<file path="src/rtl/trigger_scheduler_pkg.sv">
// Shared control types and constants for the triggered-instruction scheduler.
// The per-slot trigger fields are grouped so the top can treat a slot as one unit.
package trigger_scheduler_pkg;

    localparam int TIA_NUM_PREDICATES      = 8;
    localparam int TIA_NUM_INSTRUCTIONS    = 16;
    localparam int TIA_NUM_INPUT_CHANNELS  = 4;
    localparam int TIA_NUM_OUTPUT_CHANNELS = 4;

    typedef enum logic [0:0] {
        SCHED_RUN    = 1'b0,
        SCHED_HALTED = 1'b1
    } scheduler_state_t;

    typedef struct packed {
        logic                               valid;
        logic [TIA_NUM_PREDICATES-1:0]      ptm_true;
        logic [TIA_NUM_PREDICATES-1:0]      ptm_false;
        logic [TIA_NUM_INPUT_CHANNELS-1:0]  ici;
        logic [TIA_NUM_OUTPUT_CHANNELS-1:0] oci;
        logic [TIA_NUM_PREDICATES-1:0]      pwm;
        logic                               halt;
    } trigger_fields_t;

endpackage

</file>
<file path="src/rtl/trigger_scheduler_priority_encoder.sv">
// Fixed-priority encoder: binary index of the lowest set request bit plus an any flag.
module trigger_scheduler_priority_encoder #(
    parameter  int N = 16,
    localparam int W = (N > 1) ? $clog2(N) : 1
) (
    input  logic [N-1:0] i_req,
    output logic [W-1:0] o_idx,
    output logic         o_any
);

    // NOTE: every output gets a default before the loop, so no path leaves it unassigned
    // and no latch is inferred.
    always_comb begin
        o_idx = '0;
        o_any = 1'b0;
        // Scanning downward lets the lowest requesting index overwrite last.
        for (int i = N - 1; i >= 0; i--) begin
            if (i_req[i]) begin
                o_idx = W'(i);
                o_any = 1'b1;
            end
        end
    end

endmodule

</file>
<file path="src/rtl/trigger_scheduler.sv">
// Triggered-instruction scheduler: picks the lowest eligible slot each cycle and registers it,
// while tracking in-flight predicate writes and recent channel use.
module trigger_scheduler
    import trigger_scheduler_pkg::*;
#(
    parameter  int NUM_INSTRUCTIONS    = TIA_NUM_INSTRUCTIONS,
    parameter  int NUM_PREDICATES      = TIA_NUM_PREDICATES,
    parameter  int NUM_INPUT_CHANNELS  = TIA_NUM_INPUT_CHANNELS,
    parameter  int NUM_OUTPUT_CHANNELS = TIA_NUM_OUTPUT_CHANNELS,
    parameter  int PRED_LATENCY        = 2,
    localparam int IDX_W = (NUM_INSTRUCTIONS > 1) ? $clog2(NUM_INSTRUCTIONS) : 1
) (
    input  logic                                          clock,
    input  logic                                          reset,
    input  logic                                          enable,
    input  logic [NUM_PREDICATES-1:0]                     predicates,
    input  logic [NUM_INSTRUCTIONS-1:0]                   slot_valid,
    input  logic [NUM_INSTRUCTIONS*NUM_PREDICATES-1:0]    slot_ptm_true,
    input  logic [NUM_INSTRUCTIONS*NUM_PREDICATES-1:0]    slot_ptm_false,
    input  logic [NUM_INSTRUCTIONS*NUM_INPUT_CHANNELS-1:0]  slot_ici_mask,
    input  logic [NUM_INSTRUCTIONS*NUM_OUTPUT_CHANNELS-1:0] slot_oci_mask,
    input  logic [NUM_INSTRUCTIONS*NUM_PREDICATES-1:0]    slot_pwm,
    input  logic [NUM_INSTRUCTIONS-1:0]                   slot_halt,
    input  logic [NUM_INPUT_CHANNELS-1:0]                 input_channel_empty,
    input  logic [NUM_OUTPUT_CHANNELS-1:0]                output_channel_full,
    output logic                                          issue_valid,
    output logic [IDX_W-1:0]                              issue_index,
    output logic                                          halted
);

    scheduler_state_t r_state, w_state_next;

    logic [NUM_PREDICATES-1:0]      r_pend [PRED_LATENCY];
    logic [NUM_INPUT_CHANNELS-1:0]  r_in_shadow;
    logic [NUM_OUTPUT_CHANNELS-1:0] r_out_shadow;
    logic                           r_issue_valid;
    logic [IDX_W-1:0]               r_issue_index;

    trigger_fields_t                w_slot [NUM_INSTRUCTIONS];
    logic [NUM_PREDICATES-1:0]      w_pending_mask;
    logic [NUM_INSTRUCTIONS-1:0]    w_req;
    logic [IDX_W-1:0]               w_idx;
    logic                           w_any;

    for (genvar g = 0; g < NUM_INSTRUCTIONS; g++) begin : g_unpack
        assign w_slot[g].valid     = slot_valid[g];
        assign w_slot[g].ptm_true  = slot_ptm_true[g*NUM_PREDICATES +: NUM_PREDICATES];
        assign w_slot[g].ptm_false = slot_ptm_false[g*NUM_PREDICATES +: NUM_PREDICATES];
        assign w_slot[g].ici       = slot_ici_mask[g*NUM_INPUT_CHANNELS +: NUM_INPUT_CHANNELS];
        assign w_slot[g].oci       = slot_oci_mask[g*NUM_OUTPUT_CHANNELS +: NUM_OUTPUT_CHANNELS];
        assign w_slot[g].pwm       = slot_pwm[g*NUM_PREDICATES +: NUM_PREDICATES];
        assign w_slot[g].halt      = slot_halt[g];
    end

    always_comb begin
        w_pending_mask = '0;
        for (int s = 0; s < PRED_LATENCY; s++) begin
            w_pending_mask = w_pending_mask | r_pend[s];
        end
    end

    // A slot is blocked by any predicate it tests that still has a write in flight,
    // and by any channel touched by the previous winner.
    always_comb begin
        w_req = '0;
        for (int i = 0; i < NUM_INSTRUCTIONS; i++) begin
            w_req[i] = (r_state == SCHED_RUN)
                && w_slot[i].valid
                && ((predicates & w_slot[i].ptm_true) == w_slot[i].ptm_true)
                && ((predicates & w_slot[i].ptm_false) == '0)
                && (((w_slot[i].ptm_true | w_slot[i].ptm_false) & w_pending_mask) == '0)
                && ((w_slot[i].ici & (input_channel_empty | r_in_shadow)) == '0)
                && ((w_slot[i].oci & (output_channel_full | r_out_shadow)) == '0);
        end
    end

    trigger_scheduler_priority_encoder #(
        .N (NUM_INSTRUCTIONS)
    ) u_prio (
        .i_req (w_req),
        .o_idx (w_idx),
        .o_any (w_any)
    );

    always_comb begin
        w_state_next = r_state;
        if (r_state == SCHED_RUN && w_any && w_slot[w_idx].halt) begin
            w_state_next = SCHED_HALTED;
        end
    end

    always_ff @(posedge clock or negedge reset) begin
        if (!reset) begin
            r_state <= SCHED_RUN;
        end else if (enable) begin
            r_state <= w_state_next;
        end
    end

    // NOTE: the pending pipeline is a handful of flops, not a RAM, so it is cleared on reset
    // like any other state; a stale pending bit would wrongly block slots after reset.
    always_ff @(posedge clock or negedge reset) begin
        if (!reset) begin
            r_issue_valid <= 1'b0;
            r_issue_index <= '0;
            r_in_shadow   <= '0;
            r_out_shadow  <= '0;
            for (int s = 0; s < PRED_LATENCY; s++) begin
                r_pend[s] <= '0;
            end
        end else if (enable) begin
            // NOTE: non-blocking assignments make every stage shift from its pre-edge value.
            r_issue_valid <= w_any;
            if (w_any) begin
                r_issue_index <= w_idx;
            end
            r_pend[0]    <= w_any ? w_slot[w_idx].pwm : '0;
            r_in_shadow  <= w_any ? w_slot[w_idx].ici : '0;
            r_out_shadow <= w_any ? w_slot[w_idx].oci : '0;
            for (int s = 1; s < PRED_LATENCY; s++) begin
                r_pend[s] <= r_pend[s-1];
            end
        end
    end

    assign issue_valid = r_issue_valid & enable;
    assign issue_index = r_issue_index;
    assign halted      = (r_state == SCHED_HALTED);

endmodule
</file>
<file path="config.mk">
export PLATFORM = sky130hd
export DESIGN_NAME = trigger_scheduler
export DESIGN_NICKNAME = d
export VERILOG_FILES = /design/src/rtl/trigger_scheduler_pkg.sv /design/src/rtl/trigger_scheduler_priority_encoder.sv /design/src/rtl/trigger_scheduler.sv
export SDC_FILE = /design/constraint.sdc
export NUM_CORES = 1
export LEC_CHECK = 0
export ABC_AREA = 1
export ABC_CLOCK_PERIOD_IN_PS = 3550
export CORE_AREA = 2 2 218 220
export DETAILED_ROUTE_END_ITERATION = 10
export DIE_AREA = 0 0 220 222
export GPL_TIMING_DRIVEN = 0
export PLACE_DENSITY = 0.62
export SETUP_SLACK_MARGIN = 0.05
export SLEW_MARGIN = 30
export SYNTH_ARGS = -nofsm -noshare
export SYNTH_HDL_FRONTEND = slang
export SYNTH_SLANG_ARGS = --single-unit
</file>
<file path="constraint.sdc">
create_clock -name clock -period 3.55 [get_ports clock]
set_input_delay 0.71 -clock clock [delete_from_list [all_inputs] [get_ports clock]]
set_output_delay 0.71 -clock clock [all_outputs]
set_load 0.02 [all_outputs]
</file>
# Word-level counts from Yosys, hierarchy flattened
# Cells that the tools add are included.
dict set report word_totals {
  register_bits 30
  in_bits 563
  output_inout_bits 6
  word_cells 328
}
dict set report classes {
  magnitude_cmp 1
  eq_ne 16
  n_mux 38
  n_bitwise 102
  n_reduce_logical 164
}
# cell n
set ops {}
lappend ops {{AND 8 bit} 48}
lappend ops {{logical NOT 8 bit} 32}
lappend ops {{binary-select mux 34 bit (select 4 bit)} 1}
lappend ops {{OR 8 bit} 17}
lappend ops {{AND 4 bit} 32}
lappend ops {{equality test 8 bit} 16}
lappend ops {{logical NOT 4 bit} 32}
lappend ops {{logical AND 1 bit} 98}
lappend ops {{2-to-1 mux 4 bit} 18}
lappend ops {{2-to-1 mux 17 bit} 2}
lappend ops {{2-to-1 mux 1 bit} 16}
lappend ops {{2-to-1 mux 8 bit} 1}
lappend ops {{OR 4 bit} 2}
lappend ops {{greater-or-equal comparator 5 bit (second input constant)} 1}
lappend ops {{inverter 4 -> 5 bit} 1}
lappend ops {{AND reduction 2 bit} 2}
lappend ops {{AND 1 bit} 1}
lappend ops {{inverter 1 bit} 1}

# Depth between registers and ports, before layout
dict set report depth {
  depth_word 29
  depth_mapped 34
  depth_no_buf 32
}

# By module
# A second synthesis with hierarchy kept.
dict set report hier_totals {
  hier_cells 1710
  hier_area_um2 8179.1
}
# mod n_inst cells_per_inst area_per_inst_um2 seq_area_each_um2
set by_module_without_submodules {}
lappend by_module_without_submodules {trigger_scheduler 1 1661 7970.1 750.7}
lappend by_module_without_submodules {trigger_scheduler_priority_encoder 1 49 209.0 0.0}

# Worst setup path after synthesis
# No wires, ideal clock.
dict set report synth_path {
  kind {in2reg}
  start {input port predicates[6]}
  end {register r_in_shadow[2]}
  setup_ns 0.119
  arrival_ns 2.920
  slack_ns 0.511
  stages 21
  path_buffers 4
  cell_sequence {buf_4 buf_2 buf_2 nand2_1 o2111ai_1 or3b_1 nor4_1 nand4_1 nand2_1 nand2_1 nand2_1 nand2_2 nand2_2 buf_2 nand2_1 nand3_1 nand3_1 nand2_1 nand2_1 nand3_1 nand2_1}
}
dict set report synth_between {
  elab_chain_cells 28
  word_cells_on_any_way 181
  classes_between {eq/ne: 16; mux: 36; bitwise: 33; reduce/logical: 96}
}
# element line
set synth_rtl {}
lappend synth_rtl {{from (decl)} trigger_scheduler.sv:16} ;# input logic [NUM_PREDICATES-1:0] predicates,
lappend synth_rtl {{AND 8 bit} trigger_scheduler.sv:69} ;# && ((predicates & w_slot[i].ptm_true) == w_slot[i].ptm_true)
lappend synth_rtl {{equality test 8 bit} trigger_scheduler.sv:69}
lappend synth_rtl {{logical AND 1 bit} trigger_scheduler.sv:69}
lappend synth_rtl {{logical AND 1 bit} trigger_scheduler.sv:70} ;# && ((predicates & w_slot[i].ptm_false) == '0)
lappend synth_rtl {{logical AND 1 bit} trigger_scheduler.sv:71} ;# && (((w_slot[i].ptm_true | w_slot[i].ptm_false) & w_pending_mask) == '0)
lappend synth_rtl {{logical AND 1 bit} trigger_scheduler.sv:72} ;# && ((w_slot[i].ici & (input_channel_empty | r_in_shadow)) == '0)
lappend synth_rtl {{logical AND 1 bit} trigger_scheduler.sv:73} ;# && ((w_slot[i].oci & (output_channel_full | r_out_shadow)) == '0);
lappend synth_rtl {{2-to-1 mux 4 bit (16 in a row)} trigger_scheduler_priority_encoder.sv:18} ;# if (i_req[i]) begin
lappend synth_rtl {{inverter 4 -> 5 bit (implied by the code)} trigger_scheduler.sv:118} ;# r_in_shadow <= w_any ? w_slot[w_idx].ici : '0;
lappend synth_rtl {{binary-select mux 34 bit (select 4 bit)} trigger_scheduler.sv:118}
lappend synth_rtl {{2-to-1 mux 17 bit (2 in a row)} n/a}
lappend synth_rtl {{2-to-1 mux 4 bit *} trigger_scheduler.sv:118}
lappend synth_rtl {{to (signal assigned)} trigger_scheduler.sv:118}
lappend synth_rtl {{to (decl)} trigger_scheduler.sv:34} ;# logic [NUM_INPUT_CHANNELS-1:0] r_in_shadow;
# Every way passes the cells marked *; elsewhere a longest branch is shown, timed or not. The select of a mux whose other input is x is not followed.
# A chain may end at the register's enable or synchronous reset.

# Worst setup path in the final report
dict set report layout_path {
  start {input port slot_ptm_true[50]}
  end {register r_out_shadow[2]}
}
dict set report layout_between {
  elab_chain_cells 19
  word_cells_on_any_way 29
  classes_between {eq/ne: 1; mux: 18; bitwise: 4; reduce/logical: 6}
}
# element line
set layout_rtl {}
lappend layout_rtl {{from (decl)} trigger_scheduler.sv:18} ;# input logic [NUM_INSTRUCTIONS*NUM_PREDICATES-1:0] slot_ptm_true,
lappend layout_rtl {{AND 8 bit} trigger_scheduler.sv:69}
lappend layout_rtl {{equality test 8 bit} trigger_scheduler.sv:69}
lappend layout_rtl {{logical AND 1 bit} trigger_scheduler.sv:69}
lappend layout_rtl {{logical AND 1 bit} trigger_scheduler.sv:70}
lappend layout_rtl {{logical AND 1 bit *} trigger_scheduler.sv:71}
lappend layout_rtl {{logical AND 1 bit *} trigger_scheduler.sv:72}
lappend layout_rtl {{logical AND 1 bit *} trigger_scheduler.sv:73}
lappend layout_rtl {{2-to-1 mux 4 bit (7 in a row)} trigger_scheduler_priority_encoder.sv:18}
lappend layout_rtl {{inverter 4 -> 5 bit (implied by the code)} trigger_scheduler.sv:119} ;# r_out_shadow <= w_any ? w_slot[w_idx].oci : '0;
lappend layout_rtl {{binary-select mux 34 bit (select 4 bit)} trigger_scheduler.sv:119}
lappend layout_rtl {{2-to-1 mux 17 bit (2 in a row)} n/a}
lappend layout_rtl {{2-to-1 mux 4 bit *} trigger_scheduler.sv:119}
lappend layout_rtl {{to (signal assigned)} trigger_scheduler.sv:119}
lappend layout_rtl {{to (decl)} trigger_scheduler.sv:35} ;# logic [NUM_OUTPUT_CHANNELS-1:0] r_out_shadow;
# Marked as above.

==> key figures <==
GRT
  • Maximum number of pins on one net before global-route repair: 17
  • Antenna violations before repair: 25
  • Overflow left after global routing: 0
  • Wire length of the first global-routing pass: 129.8 mm
  • Vias in the first global route: 19020
  • Global Route Usage Sum: 0.3668

Floorplan
  • Std cell rows: 79
  • Area enclosed by the die boundary: 48840 µm²
  • Effective utilization at floorplan: 0.2266
  • Core region area: 46260 µm²
  • Chip Height: 222 µm
  • Horiz. Die Dim: 220 µm
  • Io pins: 569

Setup path
  • Worst Path Required: 3710 ps
  • Highest net fanout along the worst path: 10
  • FF-to-FF setup slack: 170 ps
  • Worst path slowest cell: sky130_fd_sc_hd__clkdlybuf4s50_1
  • CP endpoint kind: flip-flop
  • Worst r2r src: r_pend[2]
  • Ordered list of cells on the worst path: clkdlybuf4s50_1, o21ai_1, o2111ai_1, nor4_1, nand3_1, nand2_1, nand2_1, nand2_2, nand2_2, nand2_2, nand2_4, buf_12, buf_6, nand3_1, nand3_1, nand3_2, nand3_1, nand3_1, nand2_1
  • Critical Path Most Common Cell: sky130_fd_sc_hd__nand3_1
  • Stages on the worst setup path: 19
  • Worst Path Arrival: 3660 ps
  • Worst Reg-to-Reg Cells: 31
  • Stage delay of the slowest cell on the critical path: 550 ps
  • Category of the most critical setup path: input port to flip-flop
  • Sort of element at the start of the critical path: input port
  • Family of cells with the greatest summed delay on the critical path: simple AND/OR/NAND/NOR gates
  • Endpoint of the most critical register-to-register path: halted
  • WP buf/inv: 3

STA
  • Worst setup slack after layout: 52.55 ps
  • Final clock skew: 5.361 ps
  • Worst-Margin Slew: 746.2 ps
  • Worst relative slew slack: 0.5002
  • Final period utilization: 0.9852
  • Final worst path period need: 3497 ps
  • Final Setup Violations: 0
  • Number of endpoints with negative hold slack in the final report: 0
  • Highest Clock Rate: 0.2859 GHz
  • Number of max-slew violations in the final report: 0
  • RSZ-0062 raised after global routing: true
  • Setup Total Neg Slack: 0 ps
  • Fin Hold WS: 380.1 ps

Power and ir drop
  • Peak VDD IR: 216.1 µV
  • Leakage: 10.21 nW
  • Cell Pwr Density: 123.7 nW/µm²

Final layout
  • Area of all placed cells without fillers: 20350 µm²
  • Final core utilization: 0.4399
  • Number of nets in the final layout: 3457
  • Ratio of cells with drive above 1 in the final layout: 0.1972
  • Filler instances: 5024
  • Area added between synthesis and finish: 94.14%

Clock network
  • Clk_lat worst skew: 280 ps
  • Worst-path clk slew: 50 ps
  • CTS buffer count: 5
  • Cell at the root of the clock tree: sky130_fd_sc_hd__clkbuf_16
  • Number of buffers between clock root and the deepest sink: 2
  • Clock net sink count: 30
  • CTS Hold Buffers Added: 0
  • Count of H-tree levels built during CTS: 2
  • CTS tree: built

Synth
  • Ys async rst share: 1.000
  • Fraction of post-synthesis cell area in the top cell type by area: 0.2757
  • Number of distinct standard cells referenced by the synthesized netlist: 45
  • Most numerous cell in the Yosys netlist: sky130_fd_sc_hd__nand2_1
  • Synthesized area: 10480 µm²
  • Commonest cells in the netlist: sky130_fd_sc_hd__nand2_1, sky130_fd_sc_hd__nand3_1, sky130_fd_sc_hd__nor2_1
  • Main synth FF type: sky130_fd_sc_hd__dfrtp_1
  • Average cell area after synthesis: 4.782 µm²
  • Total of flip-flops plus latches after synthesis: 30
  • Number of enable-type register cells in the synthesized netlist: 0
  • Sequential-to-total area share from yosys stat: 0.07162
  • Post-synth net total: 2755
  • Number of instances in the synthesized netlist: 2192
  • Leading post-synthesis cells by cell area: sky130_fd_sc_hd__nand2_1, sky130_fd_sc_hd__nand3_1, sky130_fd_sc_hd__nor2_1
  • Synth warnings: 0
  • Cell taking the most area after synthesis: sky130_fd_sc_hd__nand2_1

Detailed routing
  • Count of antenna-violating nets left after detailed routing: 0
  • Vias/cell: 5.558
  • Initial detailed-routing violation count: 2470
  • TritonRoute pass-1 iters: 6
  • Routed length per instance: 26.93 µm
  • Count of vias placed by the detailed router: 19560
  • DRC violation count after routing: 0
  • Drt total wl: 94.81 mm

Placement
  • Final weighted congestion of routability-driven global placement: 1.006
  • Area of placed instances: 16950 µm²
  • Port buffer count: 566
  • Placement-stage worst setup slack: -1694 ps
  • Detailed-placement wirelength estimate: 75.84 mm

Flow run
  • Maximum capacitance violations: 0

Min path
  • HP Class: input port to async pin

Outcome
  • Outcome: finished clean
==> flip-flops by register name, summed over array words and instances (netlist names) <==
register / cells
issue_index: 4
r_out_shadow: 4
halted: 1
r_in_shadow: 4
r_pend: 16
r_issue_valid: 1
==> report_power, final <==
part	switching [mW]	internal, mW
clock	0.157	0.278
sequential	0.0000119	0.342
combinational	0.876	0.864
==> what timing repair did <==
action,in CTS,in global routing
pin swaps,107,173
resized for setup,469,394
setup buffers,78,45
setup endpoints to repair,22,19
gates cloned,5,1
==> placed cells by master, fill, tap and decap left out, drive strengths merged, types with 27 or more instances in the layout <==
| cell type | instances |
|---|---|
| nor2 | 238 |
| clkdlybuf4s50 | 433 |
| nand2 | 775 |
| dfrtp | 30 |
| a21oi | 27 |
| buf | 216 |
| o21ai | 149 |
| inv | 235 |
| nand4 | 75 |
| nor4 | 27 |
| dlymetal6s2s | 75 |
| nor3 | 41 |
| nand3 | 380 |
| clkbuf | 50 |
==> kinds of logic (layout without fill, tap and decap cells) <==
kind of cell | count (synthesis) | in the layout | share of synthesized area
DFF | 30 | 30 | 0.07162
other | 0 | 18 | 0
AOI/OAI and AO/OA | 235 | 235 | 0.1290
buffers and inverters | 340 | 1042 | 0.1344
and+or+nand+nor | 1587 | 1588 | 0.6650
==> routing by layer <==
layer | GRT usage | wire length [µm] | vias to the layer above
met5 | 0 | 98 | -
met4 | 0.1920 | 6538 | 18
met3 | 0.08422 | 10660 | 336
met2 | 0.6040 | 42440 | 1423
met1 | 0.4411 | 35070 | 9062
li1 | - | - | 8724
==> worst reg2reg max path, delay by kind of cell (launching register included) <==
kind,cells,cell delay (ps)
simple gates,28,2350
buf+inv,3,500
flops,1,410
==> how the worst max path moves through the flow <==
stage	start	to
3_5_place_dp	predicates[0]	r_pend[14]
2_1_floorplan	predicates[6]	r_in_shadow[2]
5_1_grt	halted	r_in_shadow[3]
3_3_place_gp	predicates[0]	r_pend[14]
4_1_cts	slot_ptm_false[115]	r_pend[15]
6_report	slot_ptm_true[50]	r_out_shadow[2]
==> stage by stage <==
step | total power [mW] | instances
after detailed placement | 1.855 | 3367
after floorplan | 0.8311 | 2192
final | 2.518 | 3520
after global placement | 1.866 | 3365
after global routing | 2.615 | 3511
after CTS | 2.396 | 3457
==> final cells by class <==
cell class              count  area, µm²  share of cell area
multi-input cells        1823       9574              0.4705
repair buffers            695       6993              0.3436
plain buffers             101       1152             0.05662
inverters                 238      928.4             0.04562
well taps                 607      759.5             0.03732
flip-flops and latches     30      750.7             0.03689
clock buffers               7      142.6            0.007009
diodes                     18      45.04            0.002213
clock inverters             1      5.005           0.0002459
Note: power is estimated with default switching activity, not from simulation.
